[src/rtl/vdp_layer_window_ctrl.sv]
// Per-pixel layer gating ahead of the layer priority selector.
// Host writes land in staging registers. Staging is copied to the active
// set at frame start, so the configuration stays fixed for a whole frame.
// The raster x/y position is tracked locally from the line_start and
// frame_start pulses. The window test and layer gating use that position
// and the active registers, and the result is registered.
//
// Handshake: pixel_valid qualifies opaque_mask for exactly the cycle it is
// high. No backpressure exists. Each valid input pixel yields one output
// pixel one cycle later, and layer_mask_valid marks that output pixel.
module vdp_layer_window_ctrl #(
   parameter int X_WIDTH = 10,
   parameter int Y_WIDTH = 10
) (
   input  logic        clk,
   input  logic        reset,
   input  logic        reg_write_en,
   input  logic [2:0]  reg_address,
   input  logic [15:0] reg_data,
   input  logic        frame_start,
   input  logic        line_start,
   input  logic        pixel_valid,
   input  logic [4:0]  opaque_mask,
   output logic [4:0]  layer_mask,
   output logic        layer_mask_valid,
   output logic        window_hit,
   output logic        commit_pending
);

   // staging registers (host-visible)
   logic [4:0]         stg_en_q, stg_en_d;
   logic [X_WIDTH-1:0] stg_xs_q, stg_xs_d, stg_xe_q, stg_xe_d;
   logic [Y_WIDTH-1:0] stg_ys_q, stg_ys_d, stg_ye_q, stg_ye_d;
   logic [4:0]         stg_sel_q, stg_sel_d;
   logic               stg_inv_q, stg_inv_d;

   // active registers (used by the pixel path)
   logic [4:0]         act_en_q, act_en_d;
   logic [X_WIDTH-1:0] act_xs_q, act_xs_d, act_xe_q, act_xe_d;
   logic [Y_WIDTH-1:0] act_ys_q, act_ys_d, act_ye_q, act_ye_d;
   logic [4:0]         act_sel_q, act_sel_d;
   logic               act_inv_q, act_inv_d;

   logic               commit_pending_q, commit_pending_d;

   // raster position
   logic [X_WIDTH-1:0] x_q, x_d, x_cur;
   logic [Y_WIDTH-1:0] y_q, y_d, y_cur;
   logic               first_line_q, first_line_d;

   // output stage
   logic [4:0]         layer_mask_q, layer_mask_d;
   logic               layer_mask_valid_q, layer_mask_valid_d;
   logic               window_hit_q, window_hit_d;

   logic               in_x, in_y, hit;
   logic               cfg_write;
   logic               unused_data;

   // Not every data bit maps onto a register field.
   assign unused_data = ^reg_data;

   // Merge a host write into staging; frame_start commits the merged value.
   always_comb begin
      stg_en_d  = stg_en_q;
      stg_xs_d  = stg_xs_q;
      stg_xe_d  = stg_xe_q;
      stg_ys_d  = stg_ys_q;
      stg_ye_d  = stg_ye_q;
      stg_sel_d = stg_sel_q;
      stg_inv_d = stg_inv_q;
      cfg_write = 1'b0;
      if (reg_write_en) begin
         cfg_write = (reg_address != 3'd7);
         case (reg_address)
            3'd0: stg_en_d  = reg_data[4:0];
            3'd1: stg_xs_d  = reg_data[X_WIDTH-1:0];
            3'd2: stg_xe_d  = reg_data[X_WIDTH-1:0];
            3'd3: stg_ys_d  = reg_data[Y_WIDTH-1:0];
            3'd4: stg_ye_d  = reg_data[Y_WIDTH-1:0];
            3'd5: stg_sel_d = reg_data[4:0];
            3'd6: stg_inv_d = reg_data[0];
            default: ;
         endcase
      end

      act_en_d  = act_en_q;
      act_xs_d  = act_xs_q;
      act_xe_d  = act_xe_q;
      act_ys_d  = act_ys_q;
      act_ye_d  = act_ye_q;
      act_sel_d = act_sel_q;
      act_inv_d = act_inv_q;
      commit_pending_d = commit_pending_q;
      if (frame_start) begin
         act_en_d  = stg_en_d;
         act_xs_d  = stg_xs_d;
         act_xe_d  = stg_xe_d;
         act_ys_d  = stg_ys_d;
         act_ye_d  = stg_ye_d;
         act_sel_d = stg_sel_d;
         act_inv_d = stg_inv_d;
         commit_pending_d = 1'b0;
      end else if (cfg_write) begin
         commit_pending_d = 1'b1;
      end
   end

   // Raster position for this cycle's pixel and the next counter values.
   // The first line_start at or after frame_start is line 0 and does not advance y.
   always_comb begin
      x_cur = line_start ? '0 : x_q;
      x_d   = x_cur;
      if (pixel_valid && (x_cur != {X_WIDTH{1'b1}}))
         x_d = x_cur + X_WIDTH'(1);

      y_cur = y_q;
      if (frame_start)
         y_cur = '0;
      else if (line_start && !first_line_q && (y_q != {Y_WIDTH{1'b1}}))
         y_cur = y_q + Y_WIDTH'(1);
      y_d = y_cur;

      first_line_d = first_line_q;
      if (frame_start)
         first_line_d = !line_start;
      else if (line_start)
         first_line_d = 1'b0;
   end

   // Window test and gated mask for the output register.
   // The config used is the one committed at this edge, so the pixel that
   // shares a cycle with frame_start already sees the new frame's settings.
   always_comb begin
      in_x = (act_xs_d <= x_cur) && (x_cur <= act_xe_d);
      in_y = (act_ys_d <= y_cur) && (y_cur <= act_ye_d);
      hit  = (in_x && in_y) ^ act_inv_d;

      layer_mask_d       = '0;
      layer_mask_valid_d = 1'b0;
      window_hit_d       = 1'b0;
      if (pixel_valid) begin
         layer_mask_d       = opaque_mask & act_en_d & ~(hit ? act_sel_d : 5'b0);
         layer_mask_valid_d = 1'b1;
         window_hit_d       = hit;
      end
   end

   // State registers with asynchronous reset.
   always_ff @(posedge clk or posedge reset) begin
      if (reset) begin
         stg_en_q  <= 5'b11111;
         stg_xs_q  <= '0;
         stg_xe_q  <= '0;
         stg_ys_q  <= '0;
         stg_ye_q  <= '0;
         stg_sel_q <= '0;
         stg_inv_q <= 1'b0;
         act_en_q  <= 5'b11111;
         act_xs_q  <= '0;
         act_xe_q  <= '0;
         act_ys_q  <= '0;
         act_ye_q  <= '0;
         act_sel_q <= '0;
         act_inv_q <= 1'b0;
         commit_pending_q   <= 1'b0;
         x_q                <= '0;
         y_q                <= '0;
         first_line_q       <= 1'b1;
         layer_mask_q       <= '0;
         layer_mask_valid_q <= 1'b0;
         window_hit_q       <= 1'b0;
      end else begin
         stg_en_q  <= stg_en_d;
         stg_xs_q  <= stg_xs_d;
         stg_xe_q  <= stg_xe_d;
         stg_ys_q  <= stg_ys_d;
         stg_ye_q  <= stg_ye_d;
         stg_sel_q <= stg_sel_d;
         stg_inv_q <= stg_inv_d;
         act_en_q  <= act_en_d;
         act_xs_q  <= act_xs_d;
         act_xe_q  <= act_xe_d;
         act_ys_q  <= act_ys_d;
         act_ye_q  <= act_ye_d;
         act_sel_q <= act_sel_d;
         act_inv_q <= act_inv_d;
         commit_pending_q   <= commit_pending_d;
         x_q                <= x_d;
         y_q                <= y_d;
         first_line_q       <= first_line_d;
         layer_mask_q       <= layer_mask_d;
         layer_mask_valid_q <= layer_mask_valid_d;
         window_hit_q       <= window_hit_d;
      end
   end

   assign layer_mask       = layer_mask_q;
   assign layer_mask_valid = layer_mask_valid_q;
   assign window_hit       = window_hit_q;
   assign commit_pending   = commit_pending_q;

endmodule

[config.mk]
export PLATFORM = sky130hd
export DESIGN_NAME = vdp_layer_window_ctrl
export DESIGN_NICKNAME = d
export VERILOG_FILES = /design/src/rtl/vdp_layer_window_ctrl.sv
export SDC_FILE = /design/constraint.sdc
export NUM_CORES = 1
export LEC_CHECK = 0
export ABC_CLOCK_PERIOD_IN_PS = 5900
export CAP_MARGIN = 20
export CORE_ASPECT_RATIO = 0.5
export CORE_UTILIZATION = 60
export CTS_BUF_LIST = sky130_fd_sc_hd__clkbuf_4 sky130_fd_sc_hd__clkbuf_8 sky130_fd_sc_hd__clkbuf_16
export DETAILED_ROUTE_END_ITERATION = 12
export PLACE_DENSITY = 0.81
export SETUP_SLACK_MARGIN = 0.2
export SYNTH_ARGS = -nofsm -noshare
export SYNTH_HDL_FRONTEND = slang
export SYNTH_SLANG_ARGS = --single-unit
[constraint.sdc]
create_clock -name clk -period 5.9 [get_ports clk]
set_input_delay 1.18 -clock clk [delete_from_list [all_inputs] [get_ports clk]]
set_output_delay 1.18 -clock clk [all_outputs]
set_load 0.005 [all_outputs]
==> results.ini, run 1 <==
[sta]
timing.fmax_ghz = 0.188
slew_headroom_pct = 34.2
hold-worst-slack_ps = 479
grt_setup_unrepaired = false
setup_viol = 0
tightestPinTransition_ps = 974
finClkSkew_ps = 7.46
min_period_ps = 5310
finalCritPeriodShare_pct = 90.0
setup_tns_ps = 0
hold_violations = 0
final_max_slew_viol_count = 0

[route]
dr.first_iter.drc_count = 283
wl_mm = 14.2
ant_nets = 0
wl_per_cell_um = 18.1
route.vias.total = 4525
firstDrtPassIters = 5
remaining_drc_errors = 0
viasPerCell = 5.74

[global_routing]
grt_pass1_vias = 4637
grt_use_total_pct = 28.0
antenna_found_initial = 0
grt_max_degree = 57
grt-ovfl-total = 0
grt_pass1_wl_mm = 23.1

[hold_path]
worstHoldPathCells = 2
hold_class = reg2reg

[finish]
instances_no_fill = 788
synthToLayoutAreaGrowth_pct = 17.8
utilization_pct = 73.5
stdcell_area_mm2 = 0.00761
drive_gt1_share_pct = 18.4
fillers = 668
finalNetCount = 706
n_antenna_cell = 0

[synth]
synth.cell_area_mm2 = 0.00646
ys_ff_latch = 131
synth.area.top_cells = dfrtp_1 47%, mux2_2 8.4%, ha_1 7.9%
syn-num-nets = 666
synth-async-reset-ratio_pct = 100
syn-mean-instance-area_um2 = 10.9
yosys-top-cells-count = 120 x dfrtp_1, 84 x nor2_1, 71 x inv_1
synth_top_area_share_pct = 46.5
yosysMostFrequentCell = dfrtp_1
synth_area_leader_cell = dfrtp_1
synth_edf_count = 0
netlist_instances = 595
yosys_warnings = 0
ys_types = 43
seq_area_frac_synth_pct = 51.0
dominantRegCellSynth = dfrtp_1

[worst_setup_path]
r2r_slack_ps = 1370
crit_path_end = layer_mask[4]
crit_type = in2reg
r2r_cells = 16
max_stage_delay_ps = 530
startpoint_type = primary input
crit_path_end_kind = flip-flop
crit_slowest_cell = a2111oi_0
worstPathCellList = clkdlybuf4s50_1, nand2b_1, nor3b_1, buf_4, mux2_2, mux2_2, ha_1, a211oi_1, nor2_1, a2111oi_0, a31oi_1, a221o_1, a2111oi_0, and3b_1
reg2reg_to = layer_mask[4]
startpoint = reg_address[2]
critPathRequiredTime_ps = 6200
crit_fanout = 12
cp_data_arrival_time_ps = 5610
regToRegStartpoint = y_q[0]

[pwr]
comb_power_share_pct = 17.7
p_sw_share_pct = 26.3
p_clk_share_pct = 42.0
seqPwrFrac_pct = 40.2
p_switching_uw = 730
p_int_uw = 2050
cellPowerDensity_mw_per_mm2 = 366
leakage_uw = 0.00366
vdd_drop_max_mv = 0.200

[status]
outcome = complete, no violations

[floorplanning]
num_rows = 26
core_mm2 = 0.0103
die_w_um = 149
initial_core_util_pct = 62.4
pin_count = 38
die_area_mm2 = 0.0112
die_y_um = 75.4

[clock_tree]
cts.htree.levels = 4
cts_sinks = 131
cts_hold_repair.buffers = 0
path_clk_slew_ps = 60
cts_setup_buffers = 0
cts_root_buf = clkbuf_16
cts_resized = 0
cts-buffers-inserted = 17
cts_buffer_depth = 2
cts_tree = done
clkLatencyLatePin_ps = 420

[placed_design]
placedCellCount = 756
placed_area_mm2 = 0.00695
hpwlAfterDp_mm = 9.53
port_buffers = 31
place.gp.congestion = 0.843

[flow_run]
maxCapViolCount = 0

## stage by stage
step,power (µW),setup slack [ps]
floorplan,1460,1220
global placement,1570,604
detailed placement,1610,422
CTS,2790,740
global route,2900,293
finish,2780,589
## final cells by class
cell class / instances / area, µm² / share of cell area, %
clock buffers: 19 / 453 / 5.95
clock inverters: 13 / 206 / 2.71
inverters: 71 / 269 / 3.54
multi-input cells: 373 / 2820 / 37.1
flip-flops and latches: 131 / 3290 / 43.3
well taps: 140 / 175 / 2.30
repair buffers: 41 / 393 / 5.16
## flip-flops by register name (all words and copies together) (netlist names), 10 cells and up
register and count:
act_xe_q 10, act_xs_q 10, act_ye_q 10, act_ys_q 10, stg_xe_q 10, stg_xs_q 10
stg_ye_q 10, stg_ys_q 10, x_q 10, y_q 10
## worst max-delay path, delay by kind of cell
| family | cells | cell delay, ps |
|---|---|---|
| compound gates | 5 | 1810 |
| fa+ha+maj | 1 | 330 |
| buf+inv | 2 | 770 |
| simple gates | 4 | 870 |
| mux | 2 | 660 |
## cells in the final DEF (no fill, tap or decap), drive strengths merged, types with 4 or more instances in the layout
master / count
nand3: 17
o21ai: 5
dfstp: 11
clkbuf: 19
nand4: 16
inv: 71
clkinv: 6
mux2i: 23
nor3: 7
a31oi: 7
ha: 41
xnor2: 12
xor2: 5
nor2: 84
dfrtp: 120
or2: 8
nand2b: 14
a211oi: 4
a21o: 21
a21oi: 13
nand2: 9
buf: 11
clkdlybuf4s50: 30
mux2: 49
and3b: 5
bufinv: 5
a2111oi: 6
## worst min path at each step
stage                      from     endpoint  slack (ps)
global route        stg_xe_q[4]  stg_xe_q[4]         510
global placement    stg_ye_q[7]  stg_ye_q[7]         460
floorplan           stg_xe_q[1]  stg_xe_q[1]         450
finish              stg_xe_q[1]  stg_xe_q[1]         480
detailed placement  stg_ye_q[1]  stg_ye_q[1]         470
CTS                 stg_xe_q[1]  stg_xe_q[1]         480
## power groups by stage
stage	logic (µW)	registers, µW	clock network [µW]
6_report	493	1120	1170
5_1_grt	559	1130	1210
4_1_cts	493	1120	1170
3_5_place_dp	481	1130	0
3_3_place_gp	452	1120	0
2_1_floorplan	347	1110	0
## kinds of logic after synthesis
family / after synthesis / synth area share (%)
and+or+nand+nor: 177 / 13.6
DFF: 131 / 51.0
buffers and inverters: 91 / 5.54
muxes: 72 / 12.4
AOI/OAI and AO/OA: 66 / 7.23
adders and majority gates: 41 / 7.95
xor gates and xnor gates: 17 / 2.31
## metal layers
layer | wire length (µm) | track usage, % | vias to the layer above | part of all wire [%]
li1 | - | - | 2114 | -
met1 | 6330 | 34.1 | 2266 | 44
met2 | 7030 | 49.6 | 117 | 49
met3 | 610 | 5.33 | 28 | 4.3
met4 | 265 | 13.4 | 0 | 1.9
met5 | 0 | 0 | - | 0
No activity file was read; power rests on OpenSTA's default activity.
==> inputs of run 2 (changes only) <==
--- a/config.mk
+++ b/config.mk
@@ -6,7 +6,7 @@
 export NUM_CORES = 1
 export LEC_CHECK = 0
 export ABC_CLOCK_PERIOD_IN_PS = 5900
-export CAP_MARGIN = 20
+export CAP_MARGIN = 15
 export CORE_ASPECT_RATIO = 0.5
 export CORE_UTILIZATION = 60
 export CTS_BUF_LIST = sky130_fd_sc_hd__clkbuf_4 sky130_fd_sc_hd__clkbuf_8 sky130_fd_sc_hd__clkbuf_16
==> results of run 2 <==
The final DEF is identical to that of run 1; final timing and power are the same.
